[src/rtl/sum_block_accumulator_if.sv]
// ---------------------------------------------------------------------------
// sum_block_accumulator_if
// Bundles the two valid/ready channels of the block accumulator.
//
// Handshake rule for both channels: a transfer happens on a rising clk edge
// where valid && ready are both high. A producer that raises valid keeps its
// data stable until that edge. The consumer may change ready at any time.
// The consumer never samples data while ready is low.
//
//   in_valid     upstream sum valid           (master -> slave)
//   in_ready     accumulator can take a sum   (slave  -> master)
//   in_sum       unsigned adder result        (master -> slave)
//   flush        close the current partial block, single-cycle pulse
//   out_valid    block result valid           (slave  -> master)
//   out_ready    downstream accepts result    (master -> slave)
//   out_total    saturated block total
//   out_count    samples in the block
//   out_overflow block total saturated
//   busy         samples held or result pending
// ---------------------------------------------------------------------------
interface sum_block_accumulator_if #(
    parameter int DATA_WIDTH = 8,
    parameter int ACC_WIDTH  = 16,
    parameter int CNT_WIDTH  = 3
);
    logic                  in_valid;
    logic                  in_ready;
    logic [DATA_WIDTH:0]   in_sum;
    logic                  flush;
    logic                  out_valid;
    logic                  out_ready;
    logic [ACC_WIDTH-1:0]  out_total;
    logic [CNT_WIDTH-1:0]  out_count;
    logic                  out_overflow;
    logic                  busy;

    modport master (
        output in_valid, in_sum, flush, out_ready,
        input  in_ready, out_valid, out_total, out_count, out_overflow, busy
    );

    modport slave (
        input  in_valid, in_sum, flush, out_ready,
        output in_ready, out_valid, out_total, out_count, out_overflow, busy
    );
endinterface

[src/rtl/sum_block_accumulator.sv]
// ---------------------------------------------------------------------------
// sum_block_accumulator
// Accumulates a stream of (DATA_WIDTH+1)-bit unsigned sums into blocks of
// BLOCK_LEN samples. The block total saturates at 2^ACC_WIDTH-1. A block is
// closed early by a flush pulse. Each closed block is held on the output
// channel until it is accepted.
//
//   clk          rising-edge clock
//   rst_n        asynchronous active-low reset
//   bus          slave side of sum_block_accumulator_if
//   dbg_state_o  current FSM state (0 = ACCUM, 1 = HOLD)
// ---------------------------------------------------------------------------
module sum_block_accumulator #(
    parameter int DATA_WIDTH = 8,
    parameter int BLOCK_LEN  = 4,
    parameter int ACC_WIDTH  = 16,
    parameter int CNT_WIDTH  = $clog2(BLOCK_LEN + 1)
) (
    input  logic                     clk,
    input  logic                     rst_n,
    sum_block_accumulator_if.slave   bus,
    output logic                     dbg_state_o
);

    typedef enum logic {
        ACCUM = 1'b0,
        HOLD  = 1'b1
    } state_t;

    state_t                state_q;
    logic [ACC_WIDTH-1:0]  acc_q,   acc_d;
    logic [CNT_WIDTH-1:0]  count_q, count_d;
    logic                  ovf_q,   ovf_d;
    logic [ACC_WIDTH-1:0]  total_q;
    logic [CNT_WIDTH-1:0]  ocount_q;
    logic                  oovf_q;

    logic [ACC_WIDTH:0]    sum_ext;
    logic                  accept;
    logic                  close;

    // Next-state datapath for the ACCUM state. The sum is formed one bit
    // wider than the accumulator so the carry-out flags saturation.
    always_comb begin
        sum_ext = {1'b0, acc_q} + {{(ACC_WIDTH - DATA_WIDTH){1'b0}}, bus.in_sum};
        accept  = bus.in_valid && (state_q == ACCUM);
        acc_d   = acc_q;
        count_d = count_q;
        ovf_d   = ovf_q;
        if (accept) begin
            if (sum_ext[ACC_WIDTH]) begin
                acc_d = '1;
                ovf_d = 1'b1;
            end else begin
                acc_d = sum_ext[ACC_WIDTH-1:0];
            end
            count_d = count_q + CNT_WIDTH'(1);
        end
        // Close on a full block, or on flush when the block would not be
        // empty (a sample accepted on the flush edge counts).
        close = (state_q == ACCUM) &&
                ((accept && (count_d == CNT_WIDTH'(BLOCK_LEN))) ||
                 (bus.flush && ((count_q != '0) || accept)));
    end

    always_ff @(posedge clk or negedge rst_n) begin
        if (!rst_n) begin
            state_q  <= ACCUM;
            acc_q    <= '0;
            count_q  <= '0;
            ovf_q    <= 1'b0;
            total_q  <= '0;
            ocount_q <= '0;
            oovf_q   <= 1'b0;
        end else begin
            case (state_q)
                ACCUM: begin
                    acc_q   <= acc_d;
                    count_q <= count_d;
                    ovf_q   <= ovf_d;
                    if (close) begin
                        state_q  <= HOLD;
                        total_q  <= acc_d;
                        ocount_q <= count_d;
                        oovf_q   <= ovf_d;
                    end
                end
                HOLD: begin
                    // Output fields keep their values after the hand-off;
                    // only the working block is cleared.
                    if (bus.out_ready) begin
                        state_q <= ACCUM;
                        acc_q   <= '0;
                        count_q <= '0;
                        ovf_q   <= 1'b0;
                    end
                end
                default: state_q <= ACCUM;
            endcase
        end
    end

    assign bus.in_ready     = (state_q == ACCUM);
    assign bus.out_valid    = (state_q == HOLD);
    assign bus.out_total    = total_q;
    assign bus.out_count    = ocount_q;
    assign bus.out_overflow = oovf_q;
    assign bus.busy         = (count_q != '0) || (state_q == HOLD);
    assign dbg_state_o      = (state_q == HOLD);

endmodule

[src/flat_wrapper.sv]
// flat-port wrapper written by rule: the top's interface ports become plain ports
module sum_block_accumulator_flat 
#(
    parameter int DATA_WIDTH = 8,
    parameter int BLOCK_LEN  = 4,
    parameter int ACC_WIDTH  = 16,
    parameter int CNT_WIDTH  = $clog2(BLOCK_LEN + 1)
)
  (clk, rst_n, dbg_state_o, bus_in_valid, bus_in_sum, bus_flush, bus_out_ready, bus_in_ready, bus_out_valid, bus_out_total, bus_out_count, bus_out_overflow, bus_busy);
  sum_block_accumulator_if #(.DATA_WIDTH(DATA_WIDTH), .ACC_WIDTH(ACC_WIDTH), .CNT_WIDTH(CNT_WIDTH)) bus_i ();
  input  logic clk;
  input  logic rst_n;
  output logic dbg_state_o;
  input wire logic [$bits(bus_i.in_valid)-1:0] bus_in_valid;
  input wire logic [$bits(bus_i.in_sum)-1:0] bus_in_sum;
  input wire logic [$bits(bus_i.flush)-1:0] bus_flush;
  input wire logic [$bits(bus_i.out_ready)-1:0] bus_out_ready;
  output wire logic [$bits(bus_i.in_ready)-1:0] bus_in_ready;
  output wire logic [$bits(bus_i.out_valid)-1:0] bus_out_valid;
  output wire logic [$bits(bus_i.out_total)-1:0] bus_out_total;
  output wire logic [$bits(bus_i.out_count)-1:0] bus_out_count;
  output wire logic [$bits(bus_i.out_overflow)-1:0] bus_out_overflow;
  output wire logic [$bits(bus_i.busy)-1:0] bus_busy;
  assign bus_i.in_valid = bus_in_valid;
  assign bus_i.in_sum = bus_in_sum;
  assign bus_i.flush = bus_flush;
  assign bus_i.out_ready = bus_out_ready;
  assign bus_in_ready = bus_i.in_ready;
  assign bus_out_valid = bus_i.out_valid;
  assign bus_out_total = bus_i.out_total;
  assign bus_out_count = bus_i.out_count;
  assign bus_out_overflow = bus_i.out_overflow;
  assign bus_busy = bus_i.busy;
  sum_block_accumulator #(.DATA_WIDTH(DATA_WIDTH), .BLOCK_LEN(BLOCK_LEN), .ACC_WIDTH(ACC_WIDTH), .CNT_WIDTH(CNT_WIDTH)) u_core (.clk(clk), .rst_n(rst_n), .bus(bus_i), .dbg_state_o(dbg_state_o));
endmodule
[config.mk]
export PLATFORM = sky130hd
export DESIGN_NAME = sum_block_accumulator_flat
export DESIGN_NICKNAME = d
export VERILOG_FILES = /design/src/rtl/sum_block_accumulator_if.sv /design/src/rtl/sum_block_accumulator.sv /design/src/flat_wrapper.sv
export SDC_FILE = /design/constraint.sdc
export NUM_CORES = 1
export LEC_CHECK = 0
export BUFFER_PORTS_ARGS = -buffer_cell sky130_fd_sc_hd__buf_2
export CAP_MARGIN = 25
export CORE_MARGIN = 5
export CORE_UTILIZATION = 30
export DETAILED_ROUTE_END_ITERATION = 8
export GPL_TIMING_DRIVEN = 0
export PLACE_DENSITY = 0.46
export SLEW_MARGIN = 20
export SYNTH_ARGS = -nofsm -noshare
export SYNTH_HDL_FRONTEND = slang
export SYNTH_SLANG_ARGS = --single-unit
[constraint.sdc]
create_clock -name clk -period 2.88 [get_ports clk]
set_input_delay 0.288 -clock clk [delete_from_list [all_inputs] [get_ports clk]]
set_output_delay 0.288 -clock clk [all_outputs]
set_load 0.05 [all_outputs]
# Word-level counts from Yosys, hierarchy flattened
# Index checks and enable logic that the tools add are counted.
# totals
regBits,41
inputBits,14
output_inout_bits,24
wordCells,35
# op_classes
add_sub_neg,2
eq_ne,2
n_mux,14
bitwise_logic,1
reduce_logical,9
# ops
cell,n
16-bit two-way mux,3
16-bit case mux with 2 select lines,1
16-bit by 9-bit adder with 17-bit output,1
3-bit two-way mux,2
3-bit case mux with 2 select lines,1
1-bit two-way mux,5
1-bit logical AND,4
1-bit case mux with 2 select lines,2
3-bit by 1-bit adder with 3-bit output (second input constant),1
3-bit equality test (second input constant),1
1-bit logical OR,3
3-bit nonzero test,1
2-bit != test (second input constant),1
2-bit AND reduction,1
1-bit NOT,1

# Depth between registers and ports, before layout
# Gate-level depths: netlist (run 1).
# depth
word_depth,9
depth_mapped,7
ltp_nobuf,7

# Least setup slack after synthesis (run 1)
# Ideal clock, no wire load.
# synth_path
path_kind,reg-to-reg
from,reg u_core.acc_q[0]
to,reg u_core.total_q[13] (netlist: u_core.bus.out_total[13])
setup_ps,129
arrival_time_ps,2038
setup_slack_ps,712
stages_incl_launch_ff,7
path_buffers,0
synth_period_minus_slack_ps,2168
path_cell_list,dfrtp_1 -> ha_1 -> fa_1 -> a211oi_1 -> or3_4 -> a211oi_2 -> o41a_1
# synth_via
elab_chain_len,3
# synth_rtl
element,line_no,source
from (decl),sum_block_accumulator.sv:31,"logic [ACC_WIDTH-1:0] acc_q, acc_d;"
from (signal assigned),sum_block_accumulator.sv:69,acc_q <= '0;
from (signal assigned),sum_block_accumulator.sv:78,acc_q <= acc_d;
from (signal assigned),sum_block_accumulator.sv:93,acc_q <= '0;
16-bit by 9-bit adder with 17-bit output,sum_block_accumulator.sv:45,"sum_ext = {1'b0, acc_q} + {{(ACC_WIDTH - DATA_WIDTH){1'b0}}, bus.in_sum};"
16-bit two-way mux,sum_block_accumulator.sv:51,if (sum_ext[ACC_WIDTH]) begin
16-bit two-way mux,sum_block_accumulator.sv:50,if (accept) begin
to (signal assigned),sum_block_accumulator.sv:72,total_q <= '0;
to (signal assigned),sum_block_accumulator.sv:83,total_q <= acc_d;
to (decl),sum_block_accumulator.sv:34,logic [ACC_WIDTH-1:0] total_q;
# No other way between the ends.
# A chain may end at the register's enable or synchronous reset.

# Final worst setup path (run 1)
# Ends and elaborated chain as after synthesis.

==> results of run 1 <==
## sequential cells by signal (all words and copies together), names as in the netlist
register,count
u_core.bus.out_count,3
u_core.bus.out_overflow,1
u_core.ovf_q,1
u_core.acc_q,16
u_core.count_q,3
u_core.bus.out_total,16
u_core.bus.out_valid,1
## synth_stat cells (all sizes together) (3+ instances only)
master  number
dfrtp       41
nand3       11
xnor2        3
nor2        21
nor3         3
a211oi       6
xor2         5
o21ai       27
nand2       36
nand3b       4
a21oi       11
o211ai       7
inv          9
buf          9
a31oi        6
a41oi        3
ha          11
or3          4
and2         4
nand2b       5
clkbuf       3
## how the worst min path moves through the flow
| stage | startpoint | to | cells after the start |
|---|---|---|---|
| after floorplan | rst_n | u_core.acc_q[0] | 0 |
| after global placement | u_core.bus.out_total[12] | u_core.bus.out_total[12] | 2 |
| after detailed placement | u_core.bus.out_total[11] | u_core.bus.out_total[11] | 2 |
| after CTS | rst_n | u_core.bus.out_total[7] | 1 |
| after global routing | bus_out_ready | u_core.ovf_q | 2 |
| final | bus_out_ready | u_core.bus.out_valid | 2 |
## layout make-up
| type | count | area, µm² | share of cell area |
|---|---|---|---|
| Timing Repair Buffer | 39 | 223 | 0.0747 |
| Sequential cell | 41 | 1030 | 0.344 |
| Clock buffer | 5 | 68.8 | 0.0231 |
| Clock inverter | 3 | 17.5 | 0.00587 |
| Buffer | 12 | 61.3 | 0.0206 |
| Inverter | 9 | 33.8 | 0.0113 |
| Tap cell | 105 | 131 | 0.0441 |
| Multi-Input combinational cell | 209 | 1420 | 0.476 |
## where the power goes
group	leakage, µW	switching (µW)	internal [µW]
clock	0.0000439	213	168
sequential	0.000520	173	800
combinational	0.000731	1430	631
total	0.00129	1810	1600
## metrics by stage
stage | hold WS (ps) | util | instance area (µm²) | worst slack [ps]
2_1_floorplan | -7.59 | - | 2540 | 712
3_3_place_gp | 460 | 0.348 | 2860 | 434
3_5_place_dp | 461 | 0.348 | 2860 | 416
4_1_cts | 172 | 0.358 | 2940 | 418
5_1_grt | 239 | 0.363 | 2980 | 277
6_report | 223 | 0.363 | 2980 | 436
## critical path, delay by kind of cell (launching register included)
kind	cells	cell delay [ps]
AOI/OAI and AO/OA	3	1010
adders and majority gates	2	650
and+or+nand+nor	1	260
DFF	1	400
## kinds of logic after synthesis
kind of cell | share of synthesized area
xor+xnor | 0.0276
fa+ha+maj | 0.0620
mux | 0.0123
compound gates | 0.253
buf+inv | 0.0374
flops | 0.404
simple gates | 0.204
## routing by layer
layer,wire (µm),vias to the layer above,track usage
met5,0,-,0
li1,-,1087,-
met2,3290,32,0.224
met3,289,8,0.0300
met1,3360,1058,0.196
met4,90,0,0.0394
==> reports/results.ini, run 1 <==
[placement]
routabilityCongestion=0.779
dp.cells=413
dp_hpwl_um=5170
portBuffers=37

[clocking]
worst_skew_pair.late_latency_ps=300
cts_made_buffers=5
cts_htree_levels=2
clk_pin_slew_ps=80
ctsResizeCount=0
cts_tree=done
cts_buffer_depth=2
postCtsHoldBufs=0
cts_sinks=41
root_buffer=clkbuf_8
cts_setup_buffers=0

[global_routing]
grt_overflow=0
grt_start_max_net_pins=42
grt_pass1_wl_um=11400
grt_pass1_vias=2204
track_usage=0.141
antenna_found_initial=0

[setup_path]
worstSetupPathType=register to register
critPathCaptureType=register
cp-start-kind=register
crit_end=u_core.bus.out_total[13]
slowest_stage=fa_1
slowest_delay_ps=430
rrSetupSlack_ps=440
crit_fanout=6
cp.arrival_ps=2620
startpoint=u_core.acc_q[0]
worstPathCellList=ha_1 -> fa_1 -> a211oi_1 -> or3_4 -> a211oi_2 -> o41a_1
critPathRequiredTime_ps=3060
ff2ff_path_depth=6
worstReg2RegEnd=u_core.bus.out_total[13]
r2r-start=u_core.acc_q[0]

[layout]
antennaDiodeCount=0
drive_above_1_share=0.233
final_nets=343
final_common_cell=buf_2
area_delta_synth_final_pct=17.3
nFillCells=890
fin_cells=423
final_cell_mix=buf_2 (44), dfrtp_1 (41), nand2_1 (36)

[power_and_ir_drop]
finalPower_uw=3410
power.leakage_uw=0.00129
power.density_nw_per_um2=1140
vdd_ir_drop_max_v=0.000419

[floorplan]
placementRows=33
core_area_um2=8220
io_pins=38
die_x_um=102
die-area_um2=10400
start_util=0.309
die_h_um=102

[logic_synthesis]
yosysTopAreaCellShare=0.404
ys.flop_type=dfrtp_1
synth_top_area_cell=dfrtp_1
seq_area_frac_synth=0.404
ys_seq_elements=41
synthCells=271
synth_nets=297
netlist_area_um2=2540
yosys_warnings=0
syn_avg_cell_area_um2=9.38
async_flop_share=1.00
synth-edff-count=0
synthTopCellsByArea=dfrtp_1 (40%), ha_1 (5.4%), nand2_1 (5.3%), o21ai_0 (4.1%), nor2_1 (3.0%)
yosys.cell_types.count=62

[timing]
finalMaxSlewViolations=0
fin_crit_ps=2440
hold_viol_final=0
fmax_mhz=409
slew_headroom=0.568
setup_tns_ps=0
rsz0062_at_grt=false
fin_skew_ps=3.85
setup_viol=0
worstMarginPinSlew_ps=647
finalCritPeriodShare=0.849

[detailed_routing]
drtAntennaViolNets=0
vias=2185
drt_iter0_drc=113
first_pass_iters=4
via_per_inst=5.17
wire_per_inst_um=16.6
wirelength_um=7030
drc=0

[hold_path]
hp-class=input port to register

[status]
status=finished clean

[flow_run]
cap_violations=0

(Power assumes the default switching activity.)
==> run 2: changes to the inputs <==
clock period = 2.29 ns   (was 2.88 ns; I/O delays follow)
==> reports/results.ini, run 2 (synthesis results as in run 1) <==
[timing]
fmax_mhz=451  ; was 409 MHz
finalMaxSlewViolations=0  ; unchanged
finalCritPeriodShare=0.968  ; was 0.849
fin_ws_ps=73.7  ; was 436 ps
worstMarginPinSlew_ps=547  ; was 647 ps
slew_headroom=0.635  ; was 0.568
setup_viol=0  ; unchanged
rsz0062_at_grt=false  ; unchanged
setup_tns_ps=0  ; unchanged
fin_crit_ps=2220  ; was 2440 ps
hold_viol_final=0  ; unchanged
fin_skew_ps=6.40  ; was 3.85 ps

[floorplan]
die_h_um=102  ; unchanged
start_util=0.309  ; unchanged
die_x_um=102  ; unchanged
placementRows=33  ; unchanged
io_pins=38  ; unchanged
die-area_um2=10400  ; unchanged
core_area_um2=8220  ; unchanged

[power_and_ir_drop]
p_int_uw=2090  ; was 1600 µW
power_frac_clock=0.108  ; was 0.112
sw_frac_of_total=0.529  ; was 0.531
vdd_ir_drop_max_v=0.000536  ; was 0.000419 V
combPwrFrac=0.615  ; was 0.603
power.density_nw_per_um2=1440  ; was 1140 nW/µm²
power.leakage_uw=0.00131  ; was 0.00129 µW
seq_power_share=0.276  ; was 0.285
power.switching_uw=2350  ; was 1810 µW

[setup_path]
worstReg2RegEnd=u_core.bus.out_total[6]  ; was u_core.bus.out_total[13]
critPathCaptureType=register  ; unchanged
crit_fanout=6  ; unchanged
r2r-start=u_core.acc_q[0]  ; unchanged
ff2ff_path_depth=7  ; was 6
cp-start-kind=register  ; unchanged
rrSetupSlack_ps=70  ; was 440 ps
critPathRequiredTime_ps=2470  ; was 3060 ps
worstSetupPathType=register to register  ; unchanged
cp.arrival_ps=2400  ; was 2620 ps

[detailed_routing]
first_pass_iters=4  ; unchanged
vias=2211  ; was 2185
wire_per_inst_um=16.6  ; about the same
wirelength_um=7070  ; was 7030 µm
drtAntennaViolNets=0  ; unchanged
via_per_inst=5.20  ; was 5.17
drt_iter0_drc=124  ; was 113
drc=0  ; unchanged

[hold_path]
min_to=u_core.bus.out_valid  ; unchanged
min_from=bus_out_ready  ; unchanged
min_path_cells=2  ; unchanged
hp-class=input port to register  ; unchanged

[clocking]
root_buffer=clkbuf_8  ; unchanged
cts_htree_levels=2  ; unchanged
worst_skew_pair.late_latency_ps=300  ; about the same
cts_made_buffers=5  ; unchanged
cts_sinks=41  ; unchanged
cts_buffer_depth=2  ; unchanged
clk_pin_slew_ps=80  ; about the same
cts_tree=done  ; unchanged

[global_routing]
grt_overflow=0  ; unchanged
grt_pass1_wl_um=11400  ; about the same
antenna_found_initial=0  ; unchanged
grt_pass1_vias=2221  ; was 2204
grt_start_max_net_pins=42  ; unchanged
track_usage=0.142  ; was 0.141

[placement]
dp_hpwl_um=5170  ; unchanged
pre_cts_ws_ps=-159  ; was 416 ps
post_dp_cell_area_um2=2860  ; unchanged
portBuffers=37  ; unchanged
routabilityCongestion=0.779  ; unchanged
dp.cells=413  ; unchanged

[flow_run]
cap_violations=0  ; unchanged

[layout]
final_common_cell=buf_2  ; unchanged
antennaDiodeCount=0  ; unchanged
fin_cells=425  ; was 423
fin_util=0.374  ; was 0.363
final_cell_mix=buf_2 (42), dfrtp_1 (41), nand2_1 (36)  ; was buf_2 (44), dfrtp_1 (41), nand2_1 (36)
final_nets=345  ; was 343
drive_above_1_share=0.266  ; was 0.233
final_area_um2=3080  ; was 2980 µm²
area_delta_synth_final_pct=21.0  ; was 17.3%

[status]
status=finished clean  ; unchanged

-- run 2: cell types whose count changed in the layout (fill, tap and decap cells not counted), moves of 2 or more --
cell	delta
a211oi_4	+2
clkbuf_4	+2
a211oi_1	-2
buf_4	+2
buf_2	-2
-- run 2: area by class of cell --
cell class	count	area, µm²
plain buffers	12	66.3
clock buffers	5	68.8
clock inverters	3	17.5
fillers	890	5140
inverters	9	33.8
multi-input cells	209	1490
flip-flops and latches	41	1030
well taps	105	131
repair buffers	41	238
-- run 2: worst max-delay path, cell delays in order (launching register included) --
cell      delay [ps]
dfrtp_1          400
ha_1             230
fa_2             400
a211oi_4         290
o21ai_2          150
a221o_1          380
a21oi_2          150
o21ai_1           90
-- run 2: worst max-delay path by stage --
stage                               end            start  depth (start not counted)
3_3_place_gp    u_core.bus.out_total[7]  u_core.acc_q[0]                          7
5_1_grt         u_core.bus.out_total[6]  u_core.acc_q[0]                          7
4_1_cts         u_core.bus.out_total[6]  u_core.acc_q[0]                          7
6_report        u_core.bus.out_total[6]  u_core.acc_q[0]                          7
2_1_floorplan  u_core.bus.out_total[13]  u_core.acc_q[0]                          6
3_5_place_dp    u_core.bus.out_total[7]  u_core.acc_q[0]                          7
-- run 2: power groups by stage --
stage | registers (µW) | clock network, µW | logic, µW
6_report | 1230 | 480 | 2730
5_1_grt | 1270 | 526 | 2980
4_1_cts | 1220 | 505 | 2660
3_5_place_dp | 1240 | 0 | 2600
3_3_place_gp | 1230 | 0 | 2590
2_1_floorplan | 1750 | 0 | 1440
-- run 2: what timing repair did --
item,in CTS,in global routing
hold buffers,0,1
gates resized for setup,6,10
setup buffers,0,2
endpoints found under the hold margin,0,19
pin swaps,1,5
setup endpoints to repair,23,29
-- run 2: routing by layer --
layer,routed length [µm],share of wire,vias to the layer above,track usage
met3,311,0.044,10,0.0307
li1,-,-,1088,-
met5,0,0,-,0
met4,125,0.018,0,0.0414
met1,3330,0.47,1077,0.194
met2,3300,0.47,36,0.227
-- run 2: per-stage QoR --
| step | total power (µW) | hold WS [ps] |
|---|---|---|
| floorplan | 3190 | -66.6 |
| detailed placement | 3840 | 445 |
| CTS | 4390 | 113 |
| global route | 4780 | 180 |
| global placement | 3820 | 448 |
| finish | 4440 | 165 |
